==> config.mk <==
export PLATFORM = sky130hd
export DESIGN_NAME = if_id_skid_stage
export DESIGN_NICKNAME = d
export VERILOG_FILES = /design/src/rtl/if_id_pkg.sv /design/src/rtl/if_id_skid_stage_pipe_slot.sv /design/src/rtl/if_id_skid_stage.sv
export SDC_FILE = /design/constraint.sdc
export NUM_CORES = 1
export LEC_CHECK = 0
export CORE_UTILIZATION = 49
export DETAILED_ROUTE_END_ITERATION = 10
export PLACE_DENSITY = 0.79
export SLEW_MARGIN = 20
export SYNTH_ARGS = -nofsm -noshare
export SYNTH_HDL_FRONTEND = slang
export SYNTH_SLANG_ARGS = --single-unit
==> constraint.sdc <==
create_clock -name clk -period 5.4 [get_ports clk]
set_input_delay 0.54 -clock clk [delete_from_list [all_inputs] [get_ports clk]]
set_output_delay 0.54 -clock clk [all_outputs]
set_load 0.01 [all_outputs]
==> src/rtl/if_id_pkg.sv <==
// Shared defaults and occupancy encodings for the IF/ID skid stage.
package if_id_pkg;

  localparam int          DEF_PC_W     = 32;
  localparam int          DEF_INST_W   = 32;
  localparam logic [31:0] DEF_NOP_INST = 32'h0000_0000;
  localparam logic [31:0] DEF_RESET_PC = 32'h0000_0000;

  localparam logic [1:0] OCC_EMPTY = 2'd0;
  localparam logic [1:0] OCC_ONE   = 2'd1;
  localparam logic [1:0] OCC_FULL  = 2'd2;

  // skid can only be valid behind a valid main slot, so 3 never encodes
  function automatic logic [1:0] occ_encode(input logic skid_vld, input logic main_vld);
    return {skid_vld, main_vld ^ skid_vld};
  endfunction

endpackage

==> src/rtl/if_id_skid_stage_pipe_slot.sv <==
// One valid+payload register. clear wipes everything; drop invalidates, blanks
// the instruction to NOP but keeps the PC so decode still sees the last address.
module pipe_slot #(
  parameter int                PC_W     = 32,
  parameter int                INST_W   = 32,
  parameter logic [PC_W-1:0]   RESET_PC = '0,
  parameter logic [INST_W-1:0] NOP_INST = '0
) (
  input  logic              clk,
  input  logic              rst,
  input  logic              clear,
  input  logic              drop,
  input  logic              load,
  input  logic [PC_W-1:0]   load_pc,
  input  logic [INST_W-1:0] load_inst,
  output logic              vld,
  output logic [PC_W-1:0]   pc,
  output logic [INST_W-1:0] inst
);

  always_ff @(posedge clk or posedge rst) begin
    if (rst) begin
      vld  <= 1'b0;
      pc   <= RESET_PC;
      inst <= NOP_INST;
    end else if (clear) begin
      vld  <= 1'b0;
      pc   <= RESET_PC;
      inst <= NOP_INST;
    end else if (load) begin
      vld  <= 1'b1;
      pc   <= load_pc;
      inst <= load_inst;
    end else if (drop) begin
      vld  <= 1'b0;
      inst <= NOP_INST;
    end
  end

endmodule

==> src/rtl/if_id_skid_stage.sv <==
// IF/ID stage: MAIN slot drives decode, SKID absorbs one entry under stall.
// in_ready is registered (!skid_valid) so decode stalls never reach fetch combinationally.
module if_id_skid_stage
  import if_id_pkg::*;
#(
  parameter int                PC_W     = DEF_PC_W,
  parameter int                INST_W   = DEF_INST_W,
  parameter logic [INST_W-1:0] NOP_INST = DEF_NOP_INST,
  parameter logic [PC_W-1:0]   RESET_PC = DEF_RESET_PC
) (
  input  logic              clk,
  input  logic              rst,
  input  logic              flush,
  input  logic              in_valid,
  output logic              in_ready,
  input  logic [PC_W-1:0]   in_pc,
  input  logic [INST_W-1:0] in_inst,
  output logic              out_valid,
  input  logic              out_ready,
  output logic [PC_W-1:0]   out_pc,
  output logic [INST_W-1:0] out_inst,
  output logic [1:0]        occupancy
);

  logic              main_vld, skid_vld;
  logic [PC_W-1:0]   skid_pc;
  logic [INST_W-1:0] skid_inst;

  logic              main_clr, main_drop, main_load;
  logic              skid_clr, skid_load;
  logic [PC_W-1:0]   main_ld_pc;
  logic [INST_W-1:0] main_ld_inst;
  logic              in_fire, out_fire;

  assign in_ready  = !skid_vld;
  assign out_valid = main_vld;
  assign in_fire   = in_valid & in_ready;
  assign out_fire  = main_vld & out_ready;
  assign occupancy = occ_encode(skid_vld, main_vld);

  always_comb begin
    main_clr     = 1'b0;
    main_drop    = 1'b0;
    main_load    = 1'b0;
    skid_clr     = 1'b0;
    skid_load    = 1'b0;
    main_ld_pc   = in_pc;
    main_ld_inst = in_inst;
    if (flush) begin
      main_clr = 1'b1;
      skid_clr = 1'b1;
    end else if (skid_vld && out_fire) begin
      main_load    = 1'b1;
      main_ld_pc   = skid_pc;
      main_ld_inst = skid_inst;
      skid_clr     = 1'b1;
    end else if (!main_vld || out_fire) begin
      main_load = in_fire;
      main_drop = !in_fire;
    end else if (in_fire) begin
      // main is stalled, overflow lands in skid
      skid_load = 1'b1;
    end
  end

  pipe_slot #(.PC_W(PC_W), .INST_W(INST_W), .RESET_PC(RESET_PC), .NOP_INST(NOP_INST)) u_main (
    .clk      (clk),
    .rst      (rst),
    .clear    (main_clr),
    .drop     (main_drop),
    .load     (main_load),
    .load_pc  (main_ld_pc),
    .load_inst(main_ld_inst),
    .vld      (main_vld),
    .pc       (out_pc),
    .inst     (out_inst)
  );

  pipe_slot #(.PC_W(PC_W), .INST_W(INST_W), .RESET_PC(RESET_PC), .NOP_INST(NOP_INST)) u_skid (
    .clk      (clk),
    .rst      (rst),
    .clear    (skid_clr),
    .drop     (1'b0),
    .load     (skid_load),
    .load_pc  (in_pc),
    .load_inst(in_inst),
    .vld      (skid_vld),
    .pc       (skid_pc),
    .inst     (skid_inst)
  );

  always_ff @(posedge clk) begin
    if (!rst) assert (occupancy <= OCC_FULL);
  end

endmodule
==> results.cfg, run 1 <==
[placement]
placed_cells_incl_taps = 662
dp_hpwl_mm = 8.14
gp_congestion = 0.716
port_buffers = 136

[setup_path]
cpLargestDelayFamily = buffers and inverters
crit_path_start_kind = primary input
critical_path.slowest_cell = sky130_fd_sc_hd__nand3_2
critical_path.max_fanout = 62
max_stage_delay_ns = 0.77
critical_path.cell_chain = clkdlybuf4s50_1, inv_2, buf_4, nand3_2, buf_4, o2bb2ai_1
worst_ep_arrival_time_ns = 3.35
worst_setup_path_end_kind = register
path_buf_inv = 4
timing.critical_path.required_ns = 5.71
critPathKind = in2reg
critical-path-top-cell-by-count = sky130_fd_sc_hd__buf_4

[run_status]
status = finished clean

[sta]
setup_total_negative_slack_ns = 0
post-route-period-util_pct = 56.3
worstMarginPinSlew_ns = 1.05
maxClockFrequency_mhz = 329
number_of_pins_exceeding_their_max_slew_limit_in_the_final_report = 0
layout_min_cycle_time_ns = 3.04
hold_viol = 0
clock-skew-final_ns = 0.00920
final_setup_vio_count = 0
max_slew_margin_pct = 30.3
unrepaired_setup_endpoints_after_global_routing = false

[cells_and_area]
layout.cells.most_common_list = 136 x sky130_fd_sc_hd__clkdlybuf4s50_1, 130 x sky130_fd_sc_hd__dfrtp_1, 67 x sky130_fd_sc_hd__mux2i_1
fraction_of_final_layout_cells_sized_beyond_drive_strength_1_pct = 9.03
post_layout_nonfiller_instances = 694
final_common_cell = sky130_fd_sc_hd__clkdlybuf4s50_1
area_growth_syn_to_layout_pct = 34.2
layout.nets = 610
num_antenna_cells = 0

[detailed_routing]
post_drt_via_cell_ratio = 5.94
detail_route.wl_per_cell_um = 19.2
drt_iter0_drc = 280
finalWirelength_mm = 13.3
drt_pass1_iterations = 5
detailroute.via_count = 4123
final_ant_viol_nets = 0
drcViolationCount = 0

[floorplanning]
initial_utilization_pct = 50.9
core_region_area_mm2 = 0.0110
fp.dieArea_mm2 = 0.0118
std_cell_rows = 38
die_height_um = 109
die-width_um = 109
io-pin-count = 137

[global_route]
track_usage_pct = 23.7
grt.overflow.total = 0
grt_pass1_vias = 4171
grt_pass1_wl_mm = 21.5
grt_max_degree = 63
antenna_found_initial = 0

[worst_hold_path]
hold_class = in2async

[synth]
synth.avg_cell_area_um2 = 13.2
netlist-cell-type-count = 29
ys_ff_latch = 130
synthesis.area_mm2 = 0.00559
yosysWarningCount = 0
postSynthNetCount = 491
post_synth_inst_count = 422
seq_area_frac_synth_pct = 58.2

[clocking]
cts_max_level = 4
cts_tree = done
holdBufCountCts = 0
cts_root_buf = sky130_fd_sc_hd__clkbuf_16
post_cts_resize_count = 0
worst_skew_pair.late_latency_ns = 0.40
clk_path_buf_depth = 2
clock_transition_time_at_the_flip_flop_clock_pins_of_the_worst_setup_and_hold_paths_ns = 0.06
post-cts-setup-buffers = 0
tritoncts.num_buffers = 17
clock-sinks = 130

[pwr]
vdd.ir_drop.worst_v = 0.000192
cellLeakagePower_nw = 3.33
pwr_density_cell_mw_per_mm2 = 330

[flow_run]
timing.max_cap.violations = 0
## where the power goes
part           internal (mW)  leakage [nW]  switching, mW
combinational          0.132          1.26          0.122
sequential              1.01          1.77         0.0266
clock                  0.753         0.297          0.426
## per-layer routing
| layer | up-vias | GRT usage, % | wire length [um] |
|---|---|---|---|
| met5 | - | 0 | 0 |
| met4 | 0 | 5.89 | 53 |
| met3 | 6 | 6.16 | 851 |
| li1 | 1847 | - | - |
| met2 | 134 | 37.9 | 6430 |
| met1 | 2136 | 32.2 | 5960 |
## synth_stat cells
| library cell | number | area [um^2] |
|---|---|---|
| sky130_fd_sc_hd__dfrtp_1 | 130 | 3250 |
| sky130_fd_sc_hd__mux2i_1 | 67 | 671 |
| sky130_fd_sc_hd__a32o_1 | 61 | 611 |
| sky130_fd_sc_hd__nand2_1 | 32 | 120 |
| sky130_fd_sc_hd__o21ai_1 | 32 | 160 |
| sky130_fd_sc_hd__o2bb2ai_1 | 32 | 280 |
| sky130_fd_sc_hd__buf_2 | 17 | 85.1 |
| sky130_fd_sc_hd__buf_6 | 12 | 135 |
| sky130_fd_sc_hd__clkbuf_1 | 9 | 33.8 |
| sky130_fd_sc_hd__buf_4 | 4 | 30.0 |
| sky130_fd_sc_hd__nor3_1 | 4 | 20.0 |
| sky130_fd_sc_hd__inv_1 | 2 | 7.51 |
| sky130_fd_sc_hd__nand2b_1 | 2 | 12.5 |
| sky130_fd_sc_hd__nand3_2 | 2 | 20.0 |
| sky130_fd_sc_hd__nor2_1 | 2 | 7.51 |
| sky130_fd_sc_hd__a21oi_1 | 1 | 5.00 |
| sky130_fd_sc_hd__a21oi_4 | 1 | 16.3 |
| sky130_fd_sc_hd__and2_1 | 1 | 6.26 |
| sky130_fd_sc_hd__and2_4 | 1 | 8.76 |
| sky130_fd_sc_hd__and3_1 | 1 | 6.26 |
| sky130_fd_sc_hd__and4bb_2 | 1 | 12.5 |
| sky130_fd_sc_hd__buf_8 | 1 | 15.0 |
| sky130_fd_sc_hd__inv_2 | 1 | 3.75 |
| sky130_fd_sc_hd__mux2_2 | 1 | 11.3 |
| sky130_fd_sc_hd__nor2b_1 | 1 | 6.26 |
| sky130_fd_sc_hd__nor3b_2 | 1 | 12.5 |
| sky130_fd_sc_hd__nor3b_4 | 1 | 18.8 |
| sky130_fd_sc_hd__o21ai_2 | 1 | 8.76 |
| sky130_fd_sc_hd__xor2_1 | 1 | 8.76 |
## metrics by stage
stage	power [mW]	setup WS, ns	hold WS (ns)	instance area, um^2	utilization [%]
after floorplan	1.17	1.39	0.492	5590	-
after global placement	1.31	2.04	0.467	6890	62.7
after detailed placement	1.31	1.95	0.473	6890	62.7
after CTS	2.50	2.36	0.373	7500	68.3
after global routing	2.56	2.16	0.392	7500	68.3
final	2.48	2.36	0.384	7500	68.3
## state kept, by name (all words and copies together) (netlist names)
signal,flops
u_main.vld,1
u_skid.vld,1
u_main.inst,32
u_main.pc,32
u_skid.inst,32
u_skid.pc,32
## final timing paths
kind | end | from | depth (start not counted) | slack (ns)
worst max-delay path | u_main.pc[31] | flush | 6 | 2.36
worst min-delay path | u_main.pc[22] | rst | 2 | 0.38
worst max register to register | u_main.pc[31] | u_skid.vld | 4 | 3.12
worst min register to register | u_main.inst[0] | u_main.inst[0] | 2 | 0.48
max in group asynchronous | u_skid.inst[8] | rst | 3 | 4.04
min in group clk | u_main.inst[0] | u_main.inst[0] | 2 | 0.48
## kinds of logic after synthesis
| kind of cell | after synthesis | synth area share (%) |
|---|---|---|
| AOI/OAI and AO/OA | 128 | 19.4 |
| xor gates and xnor gates | 1 | 0.157 |
| buffers and inverters | 46 | 5.55 |
| DFF | 130 | 58.2 |
| muxes | 68 | 12.2 |
| and+or+nand+nor | 49 | 4.50 |
## worst register-to-register path, stage by stage (launching register included)
cell	delay, ns
sky130_fd_sc_hd__dfrtp_1	0.61
sky130_fd_sc_hd__mux2_2	0.30
sky130_fd_sc_hd__nand3_2	0.58
sky130_fd_sc_hd__buf_4	0.51
sky130_fd_sc_hd__o2bb2ai_1	0.20
## area by class of cell
class | count | area [um^2]
clock buffers | 20 | 457
clock inverters | 12 | 155
fillers | 834 | 3480
inverters | 3 | 13.8
multi-input cells | 246 | 2030
flip-flops and latches | 130 | 3250
well taps | 140 | 175
repair buffers | 143 | 1410
Power figures use the tool's default switching activity.
==> run 2, diff against run 1 <==
==> constraint.sdc (replaced) <==
create_clock -name clk -period 2.85 [get_ports clk]
set_input_delay 0.285 -clock clk [delete_from_list [all_inputs] [get_ports clk]]
set_output_delay 0.285 -clock clk [all_outputs]
set_load 0.01 [all_outputs]
==> run 2 against run 1 <==
Net effect: clock power up 81%; setup slack worse by 1.5 ns; flip-flop and latch count did not move; power increased by 86%; cell area increased by 0.57%; core utilization is 0.39 points higher.
==> results.cfg, run 2 (synthesis gave the netlist of run 1 again) <==
[setup_path]
reg2regPathDepth = 4
critPathKind = reg2out
worst_setup_path_endpoint = occupancy[0]
cp-startpoint = u_skid.vld
max_stage_delay_ns = 0.59
crit-reg2reg-capture = u_skid.inst[7]
path_buf_inv = 1
rrSetupSlack_ns = 0.99
worst_ep_arrival_time_ns = 1.72
crit_path_start_kind = register
worst_setup_path_end_kind = output port
timing.critical_path.depth = 2
cpLargestDelayFamily = flip-flops
timing.critical_path.required_ns = 2.57
critical_path.max_fanout = 12
rr_startpoint = u_skid.vld
critical_path.slowest_cell = sky130_fd_sc_hd__dfrtp_1
critical_path.cell_chain = xor2_1, clkdlybuf4s50_1

[sta]
final_setup_vio_count = 0
post-route-period-util_pct = 70.5
worstMarginPinSlew_ns = 0.722
hold_viol = 0
clock-skew-final_ns = 0.00778
unrepaired_setup_endpoints_after_global_routing = false
number_of_pins_exceeding_their_max_slew_limit_in_the_final_report = 0
max_slew_margin_pct = 51.9
maxClockFrequency_mhz = 498
layout_min_cycle_time_ns = 2.01
worst_path_setup_slack_after_routing_ns = 0.840
setup_total_negative_slack_ns = 0

[global_route]
grt_pass1_wl_mm = 21.3
grt.overflow.total = 0
track_usage_pct = 23.6
grt_max_degree = 131
antenna_found_initial = 0
grt_pass1_vias = 4066

[flow_run]
timing.max_cap.violations = 0

[clocking]
clock-sinks = 130
cts_tree = done
post_cts_resize_count = 0
holdBufCountCts = 0
cts_max_level = 4
cts_root_buf = sky130_fd_sc_hd__clkbuf_16
worst_skew_pair.late_latency_ns = 0.40
clk_path_buf_depth = 2
tritoncts.num_buffers = 17
post-cts-setup-buffers = 0
clock_transition_time_at_the_flip_flop_clock_pins_of_the_worst_setup_and_hold_paths_ns = 0.05

[detailed_routing]
drt_iter0_drc = 209
detailroute.via_count = 4047
finalWirelength_mm = 13.0
post_drt_via_cell_ratio = 5.84
drt_pass1_iterations = 5
final_ant_viol_nets = 0
drcViolationCount = 0
detail_route.wl_per_cell_um = 18.7

[floorplanning]
std_cell_rows = 38
fp.dieArea_mm2 = 0.0118
io-pin-count = 137
die-width_um = 109
initial_utilization_pct = 50.9
die_height_um = 109
core_region_area_mm2 = 0.0110

[pwr]
internal_power_mw = 3.59
power_frac_clock_pct = 46.4
cellLeakagePower_nw = 3.34
vdd.ir_drop.worst_v = 0.000382
pwr_density_cell_mw_per_mm2 = 609
seq_power_share_pct = 43.0
combinationalPowerShare_pct = 10.6
power_switching_mw = 1.00
p_sw_share_pct = 21.8

[placement]
port_buffers = 136
detailedPlace.worstSlack_ns = 0.636
dp_hpwl_mm = 8.01
gp_congestion = 0.754

[cells_and_area]
num_antenna_cells = 0
layout.nets = 612
layout.cells.most_common_list = 136 x sky130_fd_sc_hd__clkdlybuf4s50_1, 130 x sky130_fd_sc_hd__dfrtp_1, 67 x sky130_fd_sc_hd__mux2i_1
area_growth_syn_to_layout_pct = 35.0
final_common_cell = sky130_fd_sc_hd__clkdlybuf4s50_1
fraction_of_final_layout_cells_sized_beyond_drive_strength_1_pct = 8.68
n_fill_cell = 794

[run_status]
status = finished clean

[worst_hold_path]
hold_class = in2async
==> run 2: cell count changes in the layout (fill, tap and decap cells not counted), moves of 2 or more <==
cell,change
sky130_fd_sc_hd__buf_4,-2
sky130_fd_sc_hd__inv_6,-2
sky130_fd_sc_hd__clkbuf_8,+4
sky130_fd_sc_hd__clkinv_2,-2
sky130_fd_sc_hd__clkinv_4,-2
sky130_fd_sc_hd__buf_12,+4
==> run 2: how the worst min path moves through the flow <==
stage,end,startpoint,cells after the start
after floorplan,u_skid.inst[0],in_inst[0],1
after global placement,u_main.inst[14],u_main.inst[14],2
after detailed placement,u_main.pc[21],u_main.pc[21],1
after CTS,u_main.inst[24],rst,3
after global routing,u_main.pc[3],u_main.pc[3],1
final,u_main.inst[24],rst,3
==> run 2: area by class of cell <==
class                      count  area [um^2]  area share (%)
timing repair buffer         145         1480            19.6
inverter                       3         15.0           0.199
clock buffer                  25          515            6.83
tap                          140          175            2.32
sequential                   130         3250            43.1
clock inverter                 4         72.6           0.962
multi-input combinational    246         2030            26.9
==> run 2: layer usage <==
layer / wire [um] / global-route usage [%] / vias to the layer above
li1: - / - / 1853
met1: 6010 / 33.5 / 2053
met2: 6140 / 35.4 / 131
met3: 755 / 7.29 / 10
met4: 82 / 5.69 / 0
met5: 0 / 0 / -
==> run 2: metrics by stage <==
stage	utilization [%]	cell area, um^2	cells	hold slack [ns]	total power, mW
finish	68.7	7540	693	0.454	4.59
global route	68.7	7540	693	0.501	4.78
CTS	68.7	7540	693	0.486	4.64
detailed placement	63.3	6950	664	0.473	2.49
global placement	63.3	6950	664	0.467	2.48
floorplan	-	5590	422	0.418	2.22
==> run 2: tightest hold or removal path: cells and delay by family <==
kind,cells,cell delay (ns)
buffers and inverters,3,1.04
==> run 2: power by group through the flow <==
stage,clock [mW],sequential [mW],combinational [mW]
CTS,2.17,1.97,0.494
floorplan,0,2.02,0.202
global route,2.26,1.98,0.530
detailed placement,0,2.00,0.491
finish,2.13,1.98,0.488
global placement,0,2.00,0.481
